--- src/rtl/multicycle_control_if.sv ---
// ----------------------------------------------------------------------------
// multicycle_control_if
//
// Groups the control FSM's bus signals: debug controls and the instruction
// byte going in, datapath strobes and display status coming out.
//
//   master : board wrapper / datapath side (drives Run, Step, Inst)
//   slave  : the control FSM (drives every strobe and status signal)
//
// Signals:
//   Run        run back-to-back (level)
//   Step       debounced single-step request (rising edge used)
//   Inst[7:0]  instruction memory output at the current PC
//   IRWrite, PCIncr, PCJump, ALUEn, MemRead, MemWrite, RegWrite,
//   RegDst, MemToReg                  datapath strobes / selects
//   Busy, Phase[2:0], Retire, InstCount[7:0]   status for the display path
// ----------------------------------------------------------------------------
interface multicycle_control_if;
    logic       Run;
    logic       Step;
    logic [7:0] Inst;
    logic       IRWrite;
    logic       PCIncr;
    logic       PCJump;
    logic       ALUEn;
    logic       MemRead;
    logic       MemWrite;
    logic       RegWrite;
    logic       RegDst;
    logic       MemToReg;
    logic       Busy;
    logic [2:0] Phase;
    logic       Retire;
    logic [7:0] InstCount;

    modport master (
        output Run, Step, Inst,
        input  IRWrite, PCIncr, PCJump, ALUEn, MemRead, MemWrite,
               RegWrite, RegDst, MemToReg, Busy, Phase, Retire, InstCount
    );

    modport slave (
        input  Run, Step, Inst,
        output IRWrite, PCIncr, PCJump, ALUEn, MemRead, MemWrite,
               RegWrite, RegDst, MemToReg, Busy, Phase, Retire, InstCount
    );
endinterface

--- src/rtl/multicycle_control.sv ---
// ----------------------------------------------------------------------------
// multicycle_control
//
// Multi-cycle control FSM for the 8-bit microprocessor. Each instruction is
// sequenced through FETCH, DECODE, EXEC, MEM and WB; the datapath strobes
// are Moore outputs decoded from the registered state and latched opcode.
// Run executes instructions back-to-back; a Step rising edge seen while
// IDLE executes exactly one instruction.
//
// Ports:
//   clk    system clock, rising edge
//   Reset  synchronous, active-high reset
//   bus    multicycle_control_if.slave (Run/Step/Inst in, strobes and
//          Busy/Phase/Retire/InstCount out)
//
// Cycle counts: ADD 4 (F D E W), LW 5 (F D E M W), SW 4 (F D E M), J 3 (F D E).
// ----------------------------------------------------------------------------
module multicycle_control (
    input  logic                  clk,
    input  logic                  Reset,
    multicycle_control_if.slave   bus
);

    typedef enum logic [2:0] {
        S_IDLE   = 3'd0,
        S_FETCH  = 3'd1,
        S_DECODE = 3'd2,
        S_EXEC   = 3'd3,
        S_MEM    = 3'd4,
        S_WB     = 3'd5
    } state_t;

    typedef enum logic [1:0] {
        OP_ADD = 2'b00,
        OP_LW  = 2'b01,
        OP_SW  = 2'b10,
        OP_J   = 2'b11
    } op_t;

    state_t     state_q, state_d;
    op_t        op_q, op_d;
    logic       step_q, step_d;
    logic [7:0] count_q, count_d;

    logic       step_edge;
    logic       retire;
    logic       ir_write, pc_incr, pc_jump, alu_en;
    logic       mem_read, mem_write, reg_write, reg_dst, mem_to_reg;

    // Only the opcode field is decoded; the operand bits belong to the datapath.
    logic       unused_inst_bits;
    assign unused_inst_bits = ^bus.Inst[5:0];

    assign step_edge = bus.Step & ~step_q;

    // ------------------------------------------------------------------
    // Next-state, opcode latch, step history and retire counter.
    // ------------------------------------------------------------------
    always_comb begin
        state_d = state_q;
        op_d    = op_q;
        step_d  = bus.Step;
        retire  = 1'b0;

        case (state_q)
            S_IDLE: begin
                // Run wins over Step; a Step edge only counts while idle.
                if (bus.Run || step_edge) begin
                    state_d = S_FETCH;
                end
            end
            S_FETCH: begin
                // Opcode latches on the same edge the datapath loads IR.
                op_d    = op_t'(bus.Inst[7:6]);
                state_d = S_DECODE;
            end
            S_DECODE: begin
                state_d = S_EXEC;
            end
            S_EXEC: begin
                case (op_q)
                    OP_J: begin
                        retire  = 1'b1;
                        state_d = bus.Run ? S_FETCH : S_IDLE;
                    end
                    OP_ADD:  state_d = S_WB;
                    default: state_d = S_MEM;
                endcase
            end
            S_MEM: begin
                if (op_q == OP_LW) begin
                    state_d = S_WB;
                end else begin
                    retire  = 1'b1;
                    state_d = bus.Run ? S_FETCH : S_IDLE;
                end
            end
            S_WB: begin
                retire  = 1'b1;
                state_d = bus.Run ? S_FETCH : S_IDLE;
            end
            default: begin
                // Unused codes 6 and 7 recover to IDLE.
                state_d = S_IDLE;
            end
        endcase

        count_d = count_q + {7'd0, retire};
    end

    always_ff @(posedge clk) begin
        if (Reset) begin
            state_q <= S_IDLE;
            op_q    <= OP_ADD;
            step_q  <= 1'b0;
            count_q <= 8'd0;
        end else begin
            state_q <= state_d;
            op_q    <= op_d;
            step_q  <= step_d;
            count_q <= count_d;
        end
    end

    // ------------------------------------------------------------------
    // Moore strobe decode from registered state and opcode.
    // ------------------------------------------------------------------
    always_comb begin
        ir_write   = 1'b0;
        pc_incr    = 1'b0;
        pc_jump    = 1'b0;
        alu_en     = 1'b0;
        mem_read   = 1'b0;
        mem_write  = 1'b0;
        reg_write  = 1'b0;
        reg_dst    = 1'b0;
        mem_to_reg = 1'b0;

        case (state_q)
            S_FETCH: begin
                ir_write = 1'b1;
                pc_incr  = 1'b1;
            end
            S_EXEC: begin
                pc_jump = (op_q == OP_J);
                alu_en  = (op_q != OP_J);
            end
            S_MEM: begin
                mem_read  = (op_q == OP_LW);
                mem_write = (op_q == OP_SW);
            end
            S_WB: begin
                reg_write  = 1'b1;
                reg_dst    = (op_q == OP_ADD);
                mem_to_reg = (op_q == OP_LW);
            end
            default: ;
        endcase
    end

    assign bus.IRWrite   = ir_write;
    assign bus.PCIncr    = pc_incr;
    assign bus.PCJump    = pc_jump;
    assign bus.ALUEn     = alu_en;
    assign bus.MemRead   = mem_read;
    assign bus.MemWrite  = mem_write;
    assign bus.RegWrite  = reg_write;
    assign bus.RegDst    = reg_dst;
    assign bus.MemToReg  = mem_to_reg;
    assign bus.Busy      = (state_q != S_IDLE);
    assign bus.Phase     = state_q;
    assign bus.Retire    = retire;
    assign bus.InstCount = count_q;

endmodule

--- src/flat_wrapper.sv ---
// flat-port wrapper written by rule: the top's interface ports become plain ports
module multicycle_control_flat 
  (clk, Reset, bus_Run, bus_Step, bus_Inst, bus_IRWrite, bus_PCIncr, bus_PCJump, bus_ALUEn, bus_MemRead, bus_MemWrite, bus_RegWrite, bus_RegDst, bus_MemToReg, bus_Busy, bus_Phase, bus_Retire, bus_InstCount);
  multicycle_control_if bus_i ();
  input  logic clk;
  input  logic Reset;
  input wire logic [$bits(bus_i.Run)-1:0] bus_Run;
  input wire logic [$bits(bus_i.Step)-1:0] bus_Step;
  input wire logic [$bits(bus_i.Inst)-1:0] bus_Inst;
  output wire logic [$bits(bus_i.IRWrite)-1:0] bus_IRWrite;
  output wire logic [$bits(bus_i.PCIncr)-1:0] bus_PCIncr;
  output wire logic [$bits(bus_i.PCJump)-1:0] bus_PCJump;
  output wire logic [$bits(bus_i.ALUEn)-1:0] bus_ALUEn;
  output wire logic [$bits(bus_i.MemRead)-1:0] bus_MemRead;
  output wire logic [$bits(bus_i.MemWrite)-1:0] bus_MemWrite;
  output wire logic [$bits(bus_i.RegWrite)-1:0] bus_RegWrite;
  output wire logic [$bits(bus_i.RegDst)-1:0] bus_RegDst;
  output wire logic [$bits(bus_i.MemToReg)-1:0] bus_MemToReg;
  output wire logic [$bits(bus_i.Busy)-1:0] bus_Busy;
  output wire logic [$bits(bus_i.Phase)-1:0] bus_Phase;
  output wire logic [$bits(bus_i.Retire)-1:0] bus_Retire;
  output wire logic [$bits(bus_i.InstCount)-1:0] bus_InstCount;
  assign bus_i.Run = bus_Run;
  assign bus_i.Step = bus_Step;
  assign bus_i.Inst = bus_Inst;
  assign bus_IRWrite = bus_i.IRWrite;
  assign bus_PCIncr = bus_i.PCIncr;
  assign bus_PCJump = bus_i.PCJump;
  assign bus_ALUEn = bus_i.ALUEn;
  assign bus_MemRead = bus_i.MemRead;
  assign bus_MemWrite = bus_i.MemWrite;
  assign bus_RegWrite = bus_i.RegWrite;
  assign bus_RegDst = bus_i.RegDst;
  assign bus_MemToReg = bus_i.MemToReg;
  assign bus_Busy = bus_i.Busy;
  assign bus_Phase = bus_i.Phase;
  assign bus_Retire = bus_i.Retire;
  assign bus_InstCount = bus_i.InstCount;
  multicycle_control u_core (.clk(clk), .Reset(Reset), .bus(bus_i));
endmodule
--- config.mk ---
export PLATFORM = sky130hd
export DESIGN_NAME = multicycle_control_flat
export DESIGN_NICKNAME = d
export VERILOG_FILES = /design/src/rtl/multicycle_control_if.sv /design/src/rtl/multicycle_control.sv /design/src/flat_wrapper.sv
export SDC_FILE = /design/constraint.sdc
export NUM_CORES = 1
export LEC_CHECK = 0
export CAP_MARGIN = 20
export CORE_MARGIN = 10
export CORE_UTILIZATION = 41
export DETAILED_ROUTE_END_ITERATION = 8
export GPL_ROUTABILITY_DRIVEN = 0
export PLACE_DENSITY = 0.76
export SLEW_MARGIN = 15
export SYNTH_ARGS = -nofsm -noshare
export SYNTH_HDL_FRONTEND = slang
export SYNTH_SLANG_ARGS = --single-unit
export TNS_END_PERCENT = 5
--- constraint.sdc ---
create_clock -name clk -period 2.1 [get_ports clk]
set_input_delay 0.21 -clock clk [delete_from_list [all_inputs] [get_ports clk]]
set_output_delay 0.21 -clock clk [all_outputs]
set_load 0.02 [all_outputs]
# == Word level (Yosys, flattened, before mapping) ==
# Index checks and enable logic that the tools add are counted.
# word_totals
regBits,14
input_bits,12
output_inout_bits,22
wordCells,37
# op_classes
n_addsub,1
n_eq_ne,10
muxes,16
bitwise_logic,2
n_reduce_logical,4
# op_table
op,count
case mux 3 bit (6 select lines),1
2-to-1 mux 1 bit,11
adder 8 x 1 -> 8 bit,1
equality test 3 x 2 -> 1 bit (second input constant),2
equality test 3 bit (second input constant),2
2-to-1 mux 3 bit,2
case mux 3 bit (2 select lines),1
equality test 2 bit (second input constant),2
equality test 3 x 1 -> 1 bit (second input constant),1
zero test 3 bit,1
case mux 1 bit (3 select lines),1
nonzero test 3 bit,1
equality test 2 x 1 -> 1 bit (second input constant),1
zero test 2 bit,1
inequality test 2 x 1 -> 1 bit (second input constant),1
inequality test 2 bit (second input constant),1
bitwise AND 1 bit,1
logical OR 1 bit,1
NOT 1 bit,1

# == Logic depth before layout (Yosys ltp) ==
# Gate-level depths: netlist of run 1.
# logic_depth
depth_word,5
depth_mapped,9
depth_no_buf,9

# == Worst setup path after synthesis of run 1 ==
# Ideal clock, no wire load.
# synth_path
path_type,flip-flop to flip-flop
from,register u_core.op_q[1]
to,register u_core.count_q[6] (netlist: u_core.bus.InstCount[6])
setup_time_ns,0.071
arrival_ns,2.198
required_time_ns,2.029
slack_ns,-0.168
stages_incl_launch_ff,10
n_path_buf,0
period_less_slack_ns,2.268
path_cell_list,dfxtp_1 -> inv_1 -> ha_1 -> nor2b_1 -> o22ai_1 -> ha_1 -> ha_1 -> nand3_1 -> or3_1 -> a21oi_1
# synth_via
elab_chain_cells,4
word_cells_on_any_way,6
cone_classes,add/sub (1); eq/ne (2); mux (3)
# synth_lines
element,line_no,rtl
from (decl),multicycle_control.sv:41,"op_t op_q, op_d;"
from (signal assigned),multicycle_control.sv:119,op_q <= op_d;
equality test 2 x 1 -> 1 bit / equality test 2 bit (equally long branches),"multicycle_control.sv:91, multicycle_control.sv:81",
2-to-1 mux 1 bit (on tied branches),"multicycle_control.sv:91, multicycle_control.sv:81",
case mux 1 bit (3 select lines) (*),multicycle_control.sv:65,case (state_q)
named net bus_Retire,flat_wrapper.sv:21,output wire logic [$bits(bus_i.Retire)-1:0] bus_Retire;
adder 8 x 1 -> 8 bit (*),multicycle_control.sv:108,"count_d = count_q + {7'd0, retire};"
to (signal assigned),multicycle_control.sv:121,count_q <= count_d;
to (decl),multicycle_control.sv:43,"logic [7:0] count_q, count_d;"
# Mark *: on every way through the listed nets, which the timed path passes. The rest lies on a longest branch.
# A chain may end at the register's enable or synchronous reset.

# == Worst setup path in the final report of run 1 ==
# layout_path
from,register u_core.state_q[1] (netlist: u_core.bus.Phase[1])
to,output bus_Busy
# layout_via
elab_chain_cells,1
# layout_lines
element,line_no,rtl
from (decl),multicycle_control.sv:40,"state_t state_q, state_d;"
from (signal assigned),multicycle_control.sv:118,state_q <= state_d;
nonzero test 3 bit,multicycle_control.sv:170,assign bus.Busy = (state_q != S_IDLE);
to (decl),flat_wrapper.sv:19,output wire logic [$bits(bus_i.Busy)-1:0] bus_Busy;
# Every way passes these cells.

==> impl_metrics.prom, run 1 <==
# TYPE chip_impl_metric gauge
chip_impl_metric{name="finalNetCount",unit=""} 138
chip_impl_metric{name="yosys_warnings",unit=""} 0
chip_impl_metric{name="static-leakage-power",unit="nW"} 0.502
chip_impl_metric{name="finalHoldWorstSlack",unit="ns"} 0.485
chip_impl_metric{name="floorplan.rows",unit=""} 15
chip_impl_metric{name="syn_nets",unit=""} 103
chip_impl_metric{name="num_vias",unit=""} 694
chip_impl_metric{name="ys_seq_area_share",unit="%"} 35.8
chip_impl_metric{name="synthesis.area_per_instance",unit="µm²"} 9.31
chip_impl_metric{name="clock_tree.buffer_depth",unit=""} 2
chip_impl_metric{name="ir_worst_vdd",unit="µV"} 445
chip_impl_metric{name="post_placement_cell_count",unit=""} 139
chip_impl_metric{name="grt-ovfl-total",unit=""} 0
chip_impl_metric{name="coreArea",unit="mm²"} 0.00176
chip_impl_metric{name="clockPowerShare",unit="%"} 26.1
chip_impl_metric{name="netlist_area",unit="µm²"} 782
chip_impl_metric{name="path_max_fanout",unit=""} 6
chip_impl_info{name="clock_tree_from_tritoncts",value="done"} 1
chip_impl_metric{name="setup_violations",unit=""} 0
chip_impl_metric{name="total_switching_power",unit="mW"} 0.227
chip_impl_info{name="clk_root_buffer_cell",value="sky130_fd_sc_hd__clkbuf_4"} 1
chip_impl_metric{name="achievable-frequency",unit="MHz"} 500
chip_impl_metric{name="io_buffers",unit=""} 27
chip_impl_metric{name="power.share.switching",unit="%"} 30.6
chip_impl_info{name="outcome",value="finished clean"} 1
chip_impl_metric{name="cap_violations",unit=""} 0
chip_impl_metric{name="die_h",unit="µm"} 63.7
chip_impl_metric{name="route.detailed.wl_per_inst",unit="µm"} 13.5
chip_impl_metric{name="power_frac_comb",unit="%"} 32.4
chip_impl_metric{name="post_synth_inst_count",unit=""} 84
chip_impl_metric{name="post_synth_and_or_nand_nor_area_fraction",unit="%"} 28.8
chip_impl_metric{name="clock_tree.htree_level_count",unit=""} 1
chip_impl_metric{name="tritoncts.num_buffers",unit=""} 3
chip_impl_metric{name="totalPowerFinal",unit="mW"} 0.742
chip_impl_metric{name="synth.mux.area_fraction",unit="%"} 2.56
chip_impl_metric{name="wire_length_of_the_first_global_routing_pass",unit="µm"} 3230
chip_impl_metric{name="finalWirelength",unit="µm"} 1930
chip_impl_metric{name="drt-pass1-iter-count",unit=""} 4
chip_impl_metric{name="detail-route-antenna-nets",unit=""} 0
chip_impl_info{name="hp-class",value="flop to flop"} 1
chip_impl_metric{name="cts.sinks",unit=""} 14
chip_impl_metric{name="cts.clk_slew.worst_paths",unit="ns"} 0.08
chip_impl_metric{name="worst_slew_pin_slew",unit="ns"} 0.269
chip_impl_metric{name="boundaryPins",unit=""} 34
chip_impl_metric{name="worstPathArrival",unit="ns"} 1.79
chip_impl_metric{name="grt_start_max_net_pins",unit=""} 13
chip_impl_metric{name="relSlewSlack",unit="%"} 82.1
chip_impl_metric{name="detailed_place.area",unit="mm²"} 0.00111
chip_impl_metric{name="async_reset_ff_share",unit="%"} 0
chip_impl_metric{name="dpl.hpwl",unit="µm"} 1550
chip_impl_metric{name="viasPerCell",unit=""} 4.85
chip_impl_metric{name="synth.ff_latch_count",unit=""} 14
chip_impl_info{name="synth_ff_type",value="sky130_fd_sc_hd__dfxtp_1"} 1
chip_impl_metric{name="grt_use_total",unit="%"} 9.77
chip_impl_metric{name="final_design_area_no_fill",unit="mm²"} 0.00118
chip_impl_metric{name="areaGrowthSynthToFinish",unit="%"} 50.7
chip_impl_metric{name="design.die.area",unit="mm²"} 0.00405
chip_impl_metric{name="postLayoutSetupSlackWorst",unit="ns"} 0.101
chip_impl_metric{name="setup_tns",unit="ns"} 0
chip_impl_metric{name="seq_power_share",unit="%"} 41.5
chip_impl_metric{name="grt_pass1_vias",unit=""} 689
chip_impl_metric{name="synth_edf_count",unit=""} 0
chip_impl_metric{name="synthXorXnorAreaFrac",unit="%"} 4.48
chip_impl_info{name="grt_setup_unrepaired",value="true"} 1
chip_impl_metric{name="count_of_different_cell_masters_after_synthesis",unit=""} 34
chip_impl_metric{name="internal-power",unit="mW"} 0.515
chip_impl_info{name="critical_path.startpoint_type",value="flop"} 1
chip_impl_metric{name="insertedDiodeCount",unit=""} 0
chip_impl_metric{name="layoutNonFillerInstCount",unit=""} 143
chip_impl_metric{name="detailedPlace.worstSlack",unit="ns"} -0.00470
chip_impl_metric{name="initial_core_util",unit="%"} 44.3
chip_impl_metric{name="filler_cell_count",unit=""} 152
chip_impl_info{name="critPathKind",value="flop to output pin"} 1
chip_impl_metric{name="timing_hold_violations_final",unit=""} 0
chip_impl_metric{name="cts-hold-fix-buffers",unit=""} 0
chip_impl_info{name="setup.worst_path.end_class",value="output pin"} 1
chip_impl_metric{name="power_density",unit="mW/mm²"} 630
chip_impl_metric{name="synth-adder-area-share",unit="%"} 11.2
chip_impl_metric{name="dr.first_iter.drc_count",unit=""} 5
chip_impl_metric{name="detail_route.drc_violations",unit=""} 0
chip_impl_metric{name="grt_antenna_before_repair",unit=""} 0
chip_impl_metric{name="finClkSkew",unit="ns"} 0.000683
chip_impl_metric{name="worstSkewPairLatency",unit="ns"} 0.28
chip_impl_metric{name="layout-drive-gt1-share",unit="%"} 21.2
chip_impl_metric{name="final.period_utilization",unit="%"} 95.2
chip_impl_metric{name="slew_violations",unit=""} 0
chip_impl_metric{name="floorplan.die.width",unit="µm"} 63.7
chip_impl_metric{name="final_core_utilization",unit="%"} 66.8
chip_impl_metric{name="min_period",unit="ns"} 2.00
chip_impl_metric{name="cp_data_required_time",unit="ns"} 1.89
chip_impl_info{name="synth_top_family_by_area",value="simple AND/OR/NAND/NOR gates"} 1
chip_impl_metric{name="synth_compound_area_share",unit="%"} 11.8
state kept, by name (all words and copies together), names as in the netlist:
signal                count
u_core.bus.InstCount      8
u_core.bus.Phase          3
u_core.op_q               2
u_core.step_q             1
cell type report:
type / count / area (µm²) / share of cell area (%)
clock buffer: 4 / 36.3 / 3.08
multi-input combinational: 63 / 487 / 41.3
timing repair buffer: 34 / 327 / 27.7
tap: 25 / 31.3 / 2.65
inverter: 3 / 11.3 / 0.955
sequential: 14 / 287 / 24.3
Yosys cell counts, types with 2 or more instances:
master / number / area share (%)
sky130_fd_sc_hd__nor2_1: 9 / 4.3
sky130_fd_sc_hd__mux2i_1: 2 / 2.6
sky130_fd_sc_hd__or3_1: 2 / 1.6
sky130_fd_sc_hd__dfxtp_1: 14 / 36
sky130_fd_sc_hd__xor2_1: 2 / 2.2
sky130_fd_sc_hd__ha_1: 7 / 11
sky130_fd_sc_hd__a21oi_1: 5 / 3.2
sky130_fd_sc_hd__o21ai_0: 2 / 1.3
sky130_fd_sc_hd__nor2b_1: 6 / 4.8
sky130_fd_sc_hd__xnor2_1: 2 / 2.2
sky130_fd_sc_hd__inv_1: 3 / 1.4
sky130_fd_sc_hd__and3_1: 2 / 1.6
sky130_fd_sc_hd__nand2_1: 3 / 1.4
sky130_fd_sc_hd__nand2b_1: 2 / 1.6
sky130_fd_sc_hd__nand3_1: 3 / 1.9
sky130_fd_sc_hd__buf_4: 2 / 1.9
worst max-delay path, cell delays in order (launching register included):
cell and delay, ns:
sky130_fd_sc_hd__dfxtp_1 0.36, sky130_fd_sc_hd__buf_4 0.18, sky130_fd_sc_hd__or3_4 0.41, sky130_fd_sc_hd__clkdlybuf4s50_1 0.55
path summary, 6_finish.rpt:
| path | depth (start not counted) | endpoint | startpoint | slack (ns) |
|---|---|---|---|---|
| worst min-delay path | 2 | u_core.bus.InstCount[7] | u_core.bus.InstCount[7] | 0.49 |
| worst max register to register | 8 | u_core.bus.InstCount[7] | u_core.op_q[1] | 0.10 |
| worst min register to register | 2 | u_core.bus.InstCount[7] | u_core.bus.InstCount[7] | 0.49 |
| worst max-delay path | 3 | bus_Busy | u_core.bus.Phase[1] | 0.10 |
power groups by stage:
stage / clock, mW / sequential, mW / combinational [mW]
floorplan: 0 / 0.313 / 0.148
global placement: 0 / 0.311 / 0.238
detailed placement: 0 / 0.313 / 0.242
CTS: 0.202 / 0.308 / 0.243
global route: 0.219 / 0.312 / 0.261
finish: 0.194 / 0.308 / 0.240
routing by layer:
metal / GRT usage, % / vias up / share of wire [%]
met3: 6.01 / 5 / 7.8
met1: 9.65 / 319 / 40
li1: - / 356 / -
met5: 0 / - / 0
met2: 16.5 / 14 / 51
met4: 3.28 / 0 / 1.5
placed cells by master (no fill, tap or decap), types with 2 or more instances in the layout:
cell type	count
sky130_fd_sc_hd__ha_1	5
sky130_fd_sc_hd__dfxtp_2	2
sky130_fd_sc_hd__clkdlybuf4s50_1	24
sky130_fd_sc_hd__inv_1	3
sky130_fd_sc_hd__dfxtp_1	11
sky130_fd_sc_hd__nor2b_1	6
sky130_fd_sc_hd__nand2b_1	2
sky130_fd_sc_hd__clkbuf_4	3
sky130_fd_sc_hd__nand3_1	2
sky130_fd_sc_hd__a21oi_1	5
sky130_fd_sc_hd__xor2_1	2
sky130_fd_sc_hd__dlymetal6s2s_1	2
sky130_fd_sc_hd__nand2_1	3
sky130_fd_sc_hd__and3_1	2
sky130_fd_sc_hd__o21ai_0	2
sky130_fd_sc_hd__or3_1	2
sky130_fd_sc_hd__mux2i_1	2
sky130_fd_sc_hd__nor2_1	9
sky130_fd_sc_hd__buf_4	7
sky130_fd_sc_hd__xnor2_1	2
cells by family after synthesis:
| logic type | count (synthesis) |
|---|---|
| AO/OA/AOI/OAI | 13 |
| XOR/XNOR | 4 |
| adder cells (fa/ha/maj) | 7 |
| buffers and inverters | 7 |
| flip-flops | 14 |
| multiplexers | 2 |
| AND/OR/NAND/NOR | 37 |
what timing repair did:
| action | in CTS | in global routing |
|---|---|---|
| gates resized for setup | 3 | 8 |
| pin swaps | 0 | 2 |
| endpoints found under the hold margin | 0 | 0 |
| setup endpoints to repair | 4 | 6 |
| buffers inserted | 0 | 0 |
No activity file was read; power rests on OpenSTA's default activity.
==> run 2, diff against run 1 <==
--- a/config.mk
+++ b/config.mk
@@ -10,7 +10,7 @@
 export CORE_UTILIZATION = 41
 export DETAILED_ROUTE_END_ITERATION = 8
 export GPL_ROUTABILITY_DRIVEN = 0
-export PLACE_DENSITY = 0.76
+export PLACE_DENSITY = 0.78
 export SLEW_MARGIN = 15
 export SYNTH_ARGS = -nofsm -noshare
 export SYNTH_HDL_FRONTEND = slang
==> impl_metrics.prom, run 2 (same netlist as run 1, synthesis figures left out) <==
# TYPE chip_impl_metric gauge
chip_impl_metric{name="power_density",unit="mW/mm²"} 611
chip_impl_metric{name="cp_data_required_time",unit="ns"} 1.89
chip_impl_metric{name="worstPathArrival",unit="ns"} 1.79
chip_impl_metric{name="dpl.hpwl",unit="µm"} 1590
chip_impl_info{name="most-common-layout-cells",value="24 x sky130_fd_sc_hd__clkdlybuf4s50_1, 11 x sky130_fd_sc_hd__dfxtp_1, 9 x sky130_fd_sc_hd__nor2_1"} 1
chip_impl_metric{name="relSlewSlack",unit="%"} 80.6
chip_impl_metric{name="grt-ovfl-total",unit=""} 0
chip_impl_info{name="layout.cells.most_common",value="sky130_fd_sc_hd__clkdlybuf4s50_1"} 1
chip_impl_metric{name="grt_antenna_before_repair",unit=""} 0
chip_impl_metric{name="achievable-frequency",unit="MHz"} 499
chip_impl_metric{name="final_design_area_no_fill",unit="mm²"} 0.00112
chip_impl_metric{name="route.met3.wl",unit="µm"} 92
chip_impl_info{name="critical_path.startpoint_type",value="flop"} 1
chip_impl_metric{name="initial_core_util",unit="%"} 44.3
chip_impl_metric{name="grt_use_total",unit="%"} 9.09
chip_impl_metric{name="layout-drive-gt1-share",unit="%"} 17.4
chip_impl_metric{name="clock_tree.buffer_depth",unit=""} 2
chip_impl_metric{name="path_max_fanout",unit=""} 5
chip_impl_metric{name="wl_met2",unit="µm"} 990
chip_impl_metric{name="totalPowerFinal",unit="mW"} 0.687
chip_impl_metric{name="cts.sinks",unit=""} 14
chip_impl_metric{name="min_period",unit="ns"} 2.00
chip_impl_info{name="top_layer_used",value="met4"} 1
chip_impl_metric{name="boundaryPins",unit=""} 34
chip_impl_info{name="clock_tree_from_tritoncts",value="done"} 1
chip_impl_metric{name="grt_pass1_vias",unit=""} 674
chip_impl_metric{name="areaGrowthSynthToFinish",unit="%"} 43.8
chip_impl_info{name="setup.worst_path.end_class",value="output pin"} 1
chip_impl_metric{name="cts-hold-fix-buffers",unit=""} 0
chip_impl_info{name="grt_setup_unrepaired",value="true"} 1
chip_impl_info{name="outcome",value="finished clean"} 1
chip_impl_metric{name="io_buffers",unit=""} 27
chip_impl_info{name="critPathKind",value="flop to output pin"} 1
chip_impl_info{name="hp-class",value="flop to flop"} 1
chip_impl_metric{name="detailed_place.area",unit="mm²"} 0.00110
chip_impl_metric{name="insertedDiodeCount",unit=""} 0
chip_impl_metric{name="post-cts-setup-buffer-count",unit=""} 0
chip_impl_metric{name="max_ffs_per_register",unit=""} 8
chip_impl_metric{name="floorplan.die.width",unit="µm"} 63.7
chip_impl_metric{name="cts.clk_slew.worst_paths",unit="ns"} 0.09
chip_impl_metric{name="grt_start_max_net_pins",unit=""} 13
chip_impl_metric{name="setup_violations",unit=""} 0
chip_impl_metric{name="slew_violations",unit=""} 0
chip_impl_metric{name="coreArea",unit="mm²"} 0.00176
chip_impl_metric{name="final.period_utilization",unit="%"} 95.5
chip_impl_metric{name="finalNetCount",unit=""} 136
chip_impl_metric{name="wire_length_of_the_first_global_routing_pass",unit="µm"} 3070
chip_impl_metric{name="detail-route-antenna-nets",unit=""} 0
chip_impl_metric{name="timing_hold_violations_final",unit=""} 0
chip_impl_metric{name="route.detailed.wl_per_inst",unit="µm"} 13.3
chip_impl_metric{name="clock_tree.htree_level_count",unit=""} 1
chip_impl_metric{name="num_vias",unit=""} 703
chip_impl_metric{name="worstSkewPairLatency",unit="ns"} 0.28
chip_impl_metric{name="finClkSkew",unit="ns"} 0.0107
chip_impl_metric{name="route.layer.met1.wl",unit="µm"} 761
chip_impl_metric{name="finalWirelength",unit="µm"} 1870
chip_impl_metric{name="detail_route.drc_violations",unit=""} 0
chip_impl_metric{name="cap_violations",unit=""} 0
chip_impl_metric{name="die_h",unit="µm"} 63.7
chip_impl_metric{name="filler_cell_count",unit=""} 172
chip_impl_metric{name="dr.first_iter.drc_count",unit=""} 3
chip_impl_metric{name="ir_worst_vdd",unit="µV"} 395
chip_impl_metric{name="static-leakage-power",unit="nW"} 0.460
chip_impl_metric{name="drt-pass1-iter-count",unit=""} 4
chip_impl_metric{name="tritoncts.num_buffers",unit=""} 3
chip_impl_metric{name="worst_slew_pin_slew",unit="ns"} 0.290
chip_impl_info{name="clk_root_buffer_cell",value="sky130_fd_sc_hd__clkbuf_4"} 1
chip_impl_metric{name="design.die.area",unit="mm²"} 0.00405
chip_impl_metric{name="viasPerCell",unit=""} 5.02
chip_impl_metric{name="floorplan.rows",unit=""} 15
run 2: area by class of cell:
class,count,area (µm²),area share [%]
multi-input combinational,63,469,41.7
timing repair buffer,32,304,27.0
tap,25,31.3,2.78
sequential,14,287,25.5
inverter,3,11.3,1.00
clock buffer,3,22.5,2.00
run 2: worst paths after layout:
kind | start | cells past startpoint | end | slack [ns]
max | u_core.bus.Phase[1] | 3 | bus_Busy | 0.1
min | u_core.bus.InstCount[7] | 2 | u_core.bus.InstCount[7] | 0.49
max reg2reg | u_core.op_q[1] | 9 | u_core.bus.InstCount[6] | 0.12
min reg2reg | u_core.bus.InstCount[7] | 2 | u_core.bus.InstCount[7] | 0.49
run 2: through the flow:
stage | instances | utilization, % | setup slack, ns | hold WS (ns) | setup TNS, ns
global placement | 137 | 62.2 | 0.0608 | 0.464 | 0
detailed placement | 137 | 62.2 | -0.0205 | 0.475 | -0.0205
CTS | 140 | 63.3 | 0.00115 | 0.489 | 0
global route | 140 | 63.8 | -0.00351 | 0.520 | -0.00351
finish | 140 | 63.8 | 0.0951 | 0.486 | 0
floorplan | 84 | - | 0.00729 | 0.282 | 0
run 2: timing repair:
item                       4_1_cts  5_1_grt
setup endpoints to repair        4        6
pin swaps                        0        2
resized for setup                4        4
run 2: report_power, final:
group	internal [mW]	leakage (nW)	total, mW	switching (mW)
registers	0.282	0.115	0.309	0.0267
logic	0.117	0.331	0.229	0.112
clock network	0.0664	0.0138	0.149	0.0829
run 2: per-layer routing:
metal | vias to the layer above | GRT usage [%]
met1 | 333 | 9.65
met4 | 0 | 2.46
li1 | 350 | -
met2 | 18 | 16.6
met5 | - | 0
met3 | 2 | 3.00
run 2: worst max-delay path, cell delays in order (launching register included):
cell and delay (ns):
sky130_fd_sc_hd__dfxtp_1 0.38, sky130_fd_sc_hd__buf_4 0.18, sky130_fd_sc_hd__or3_4 0.40, sky130_fd_sc_hd__clkdlybuf4s50_1 0.55
==> edit: new RTL, flow settings as in run 2 <==
Make the reset (`Reset`) asynchronous in one clocked block. Comments in the files are not updated.
--- a/src/rtl/multicycle_control.sv
+++ b/src/rtl/multicycle_control.sv
@@ -108,7 +108,7 @@
         count_d = count_q + {7'd0, retire};
     end
 
-    always_ff @(posedge clk) begin
+    always_ff @(posedge clk or posedge Reset) begin
         if (Reset) begin
             state_q <= S_IDLE;
             op_q    <= OP_ADD;
Formal check against the unedited RTL: differs if Reset is asserted again (counterexample within 4 cycles, from zero or initial values and one cycle with Reset high); with Reset held inactive, the same outputs for 10 cycles.
==> edit against run 2 <==
  * Critical path depth increased by 1
  * Synthesized area fell by 1.6%
  * Sequential cell count unchanged
  * Design area up 2.0%
  * Die area shrank 1.1%
  * Routed wire length down 7.3%
  * Non-clock buffer count decreased by 1
  * Setup slack worse by 5.6 ps
Power is not compared: it rests on default switching activity, and its combinational part moved more than twofold at a synthesized area within 25%.
==> edit: results (changes against run 2) <==
Parameter                              Value

Routing
  Via count    632 (-10%)
  Initial detailed-routing violation count    11 (+8)
  Wire length per cell after detailed routing    13.2 µm (-0.97%)
  Total Wirelength    1.73 mm (-7.3%)

Finish
  Final-layout fill cell count    150 (-13%)
  Number of nets at the end of the flow    126 (-7.4%)
  Fraction of layout instances using a drive strength above 1    13.2% (-4.2 points)

Global route
  Vias in the first global route    686 (+1.8%)
  Maximum number of pins on one net before global-route repair    15 (+2)
  Global-route wire length before repair    2.96 mm (-3.6%)
  Global-route usage over all layers    8.68% (-0.41 points)
  Antenna violations before repair    0 (unchanged)

Clock tree
  CTS resizes    4 (unchanged)

STA
  Clock Skews    1.85 ps (-8.81 ps)
  Slew at the pin closest to its max-slew limit    517 ps (+227 ps)

Pwr
  Pleak    0.538 nW
  VDD IR-drop max    0.865 mV

Yosys
  Share of the yosys chip area belonging to registers    45.5% (+9.7 points)
  Dominant cells by area after synthesis    sky130_fd_sc_hd__dfrtp_1 (46%), sky130_fd_sc_hd__ha_1 (11%), sky130_fd_sc_hd__xnor2_1 (5.7%), sky130_fd_sc_hd__and3_1 (3.3%), sky130_fd_sc_hd__a21oi_1 (2.6%)
  Synth unique cells    27 (-21%)
  Post-synth ARST share    100% (+100 points)
  Syn Area/Cell    10.4 µm² (+12%)
  Synth cell count leaders    sky130_fd_sc_hd__dfrtp_1 (14), sky130_fd_sc_hd__ha_1 (7), sky130_fd_sc_hd__xnor2_1 (5)
  Post-synth net total    93 (-9.7%)

Placement
  Detailed placement HPWL    1.42 mm (-10%)

Worst hold path
  Hold WC Path Type    input port to async pin

Status
  Status    complete, no violations

Critical path
  Critical path fanouts, max    3 (-2)
## edit: changes by cell type after synthesis, moves of 2 or more
| cell | delta |
|---|---|
| sky130_fd_sc_hd__and2_1 | +2 |
| sky130_fd_sc_hd__dfrtp_1 | +14 |
| sky130_fd_sc_hd__buf_2 | +2 |
| sky130_fd_sc_hd__dfxtp_1 | -14 |
| sky130_fd_sc_hd__nor2_1 | -6 |
| sky130_fd_sc_hd__xnor2_1 | +3 |
| sky130_fd_sc_hd__and3_1 | +2 |
| sky130_fd_sc_hd__mux2i_1 | -2 |
| sky130_fd_sc_hd__nor2b_1 | -5 |
## edit: report_power, final
group          switching [W]  internal, W
Combinational       0.000497     0.000464
Clock              0.0000868     0.000105
Sequential         0.0000989     0.000364
## edit: layout make-up
class,count,share of cell area (%)
well taps,25,2.73
multi-input cells,53,36.2
flip-flops and latches,14,30.5
repair buffers,31,26.1
clock buffers,4,3.16
inverters,4,1.31
## edit: layer usage
layer / vias up / GRT usage [%] / share of wire [%] / wire, µm
met5: - / 0 / 0 / 0
met4: 0 / 2.46 / 0.23 / 4
met3: 2 / 4.95 / 12 / 205
met2: 24 / 16.2 / 47 / 818
met1: 296 / 7.69 / 41 / 702
li1: 310 / - / - / -
## edit: through the flow
step | cell area (µm²) | utilization [%] | setup WS, ps | hold slack, ps | power (W)
after global routing | 1150 | 65.7 | 13.2 | 325 | 0.00174
after floorplan | 783 | - | 30.3 | 99.2 | 0.00103
after CTS | 1130 | 64.9 | 15.2 | 270 | 0.00163
after global placement | 1100 | 62.9 | 120 | 461 | 0.00142
final | 1150 | 65.7 | 89.6 | 256 | 0.00162
after detailed placement | 1100 | 62.9 | 86.1 | 469 | 0.00144
## edit: worst paths after layout
path                       slack, ps                       to  depth (start not counted)                     from
setup reg to reg                 140  u_core.bus.InstCount[7]                          9           u_core.op_q[1]
setup / recovery                  90               bus_PCJump                          4      u_core.bus.Phase[2]
hold / removal                   260  u_core.bus.InstCount[6]                          2                    Reset
max in group asynchronous       1500      u_core.bus.Phase[1]                          2                    Reset
hold reg to reg                  470  u_core.bus.InstCount[7]                          1  u_core.bus.InstCount[7]
min in group clk                 400            u_core.step_q                          1                 bus_Step
## edit: cells by family after synthesis
logic type / synth area share [%]
adder cells (fa/ha/maj): 11.4
AO/OA/AOI/OAI: 8.29
AND/OR/NAND/NOR: 22.6
flip-flops: 45.5
buffers and inverters: 4.23
XOR/XNOR: 7.97
## edit: critical path, cell delays in order (launching register included)
cell	delay, ps
sky130_fd_sc_hd__dfrtp_1	410
sky130_fd_sc_hd__nand3b_1	230
sky130_fd_sc_hd__buf_4	180
sky130_fd_sc_hd__nor2_1	90
sky130_fd_sc_hd__clkdlybuf4s50_1	620
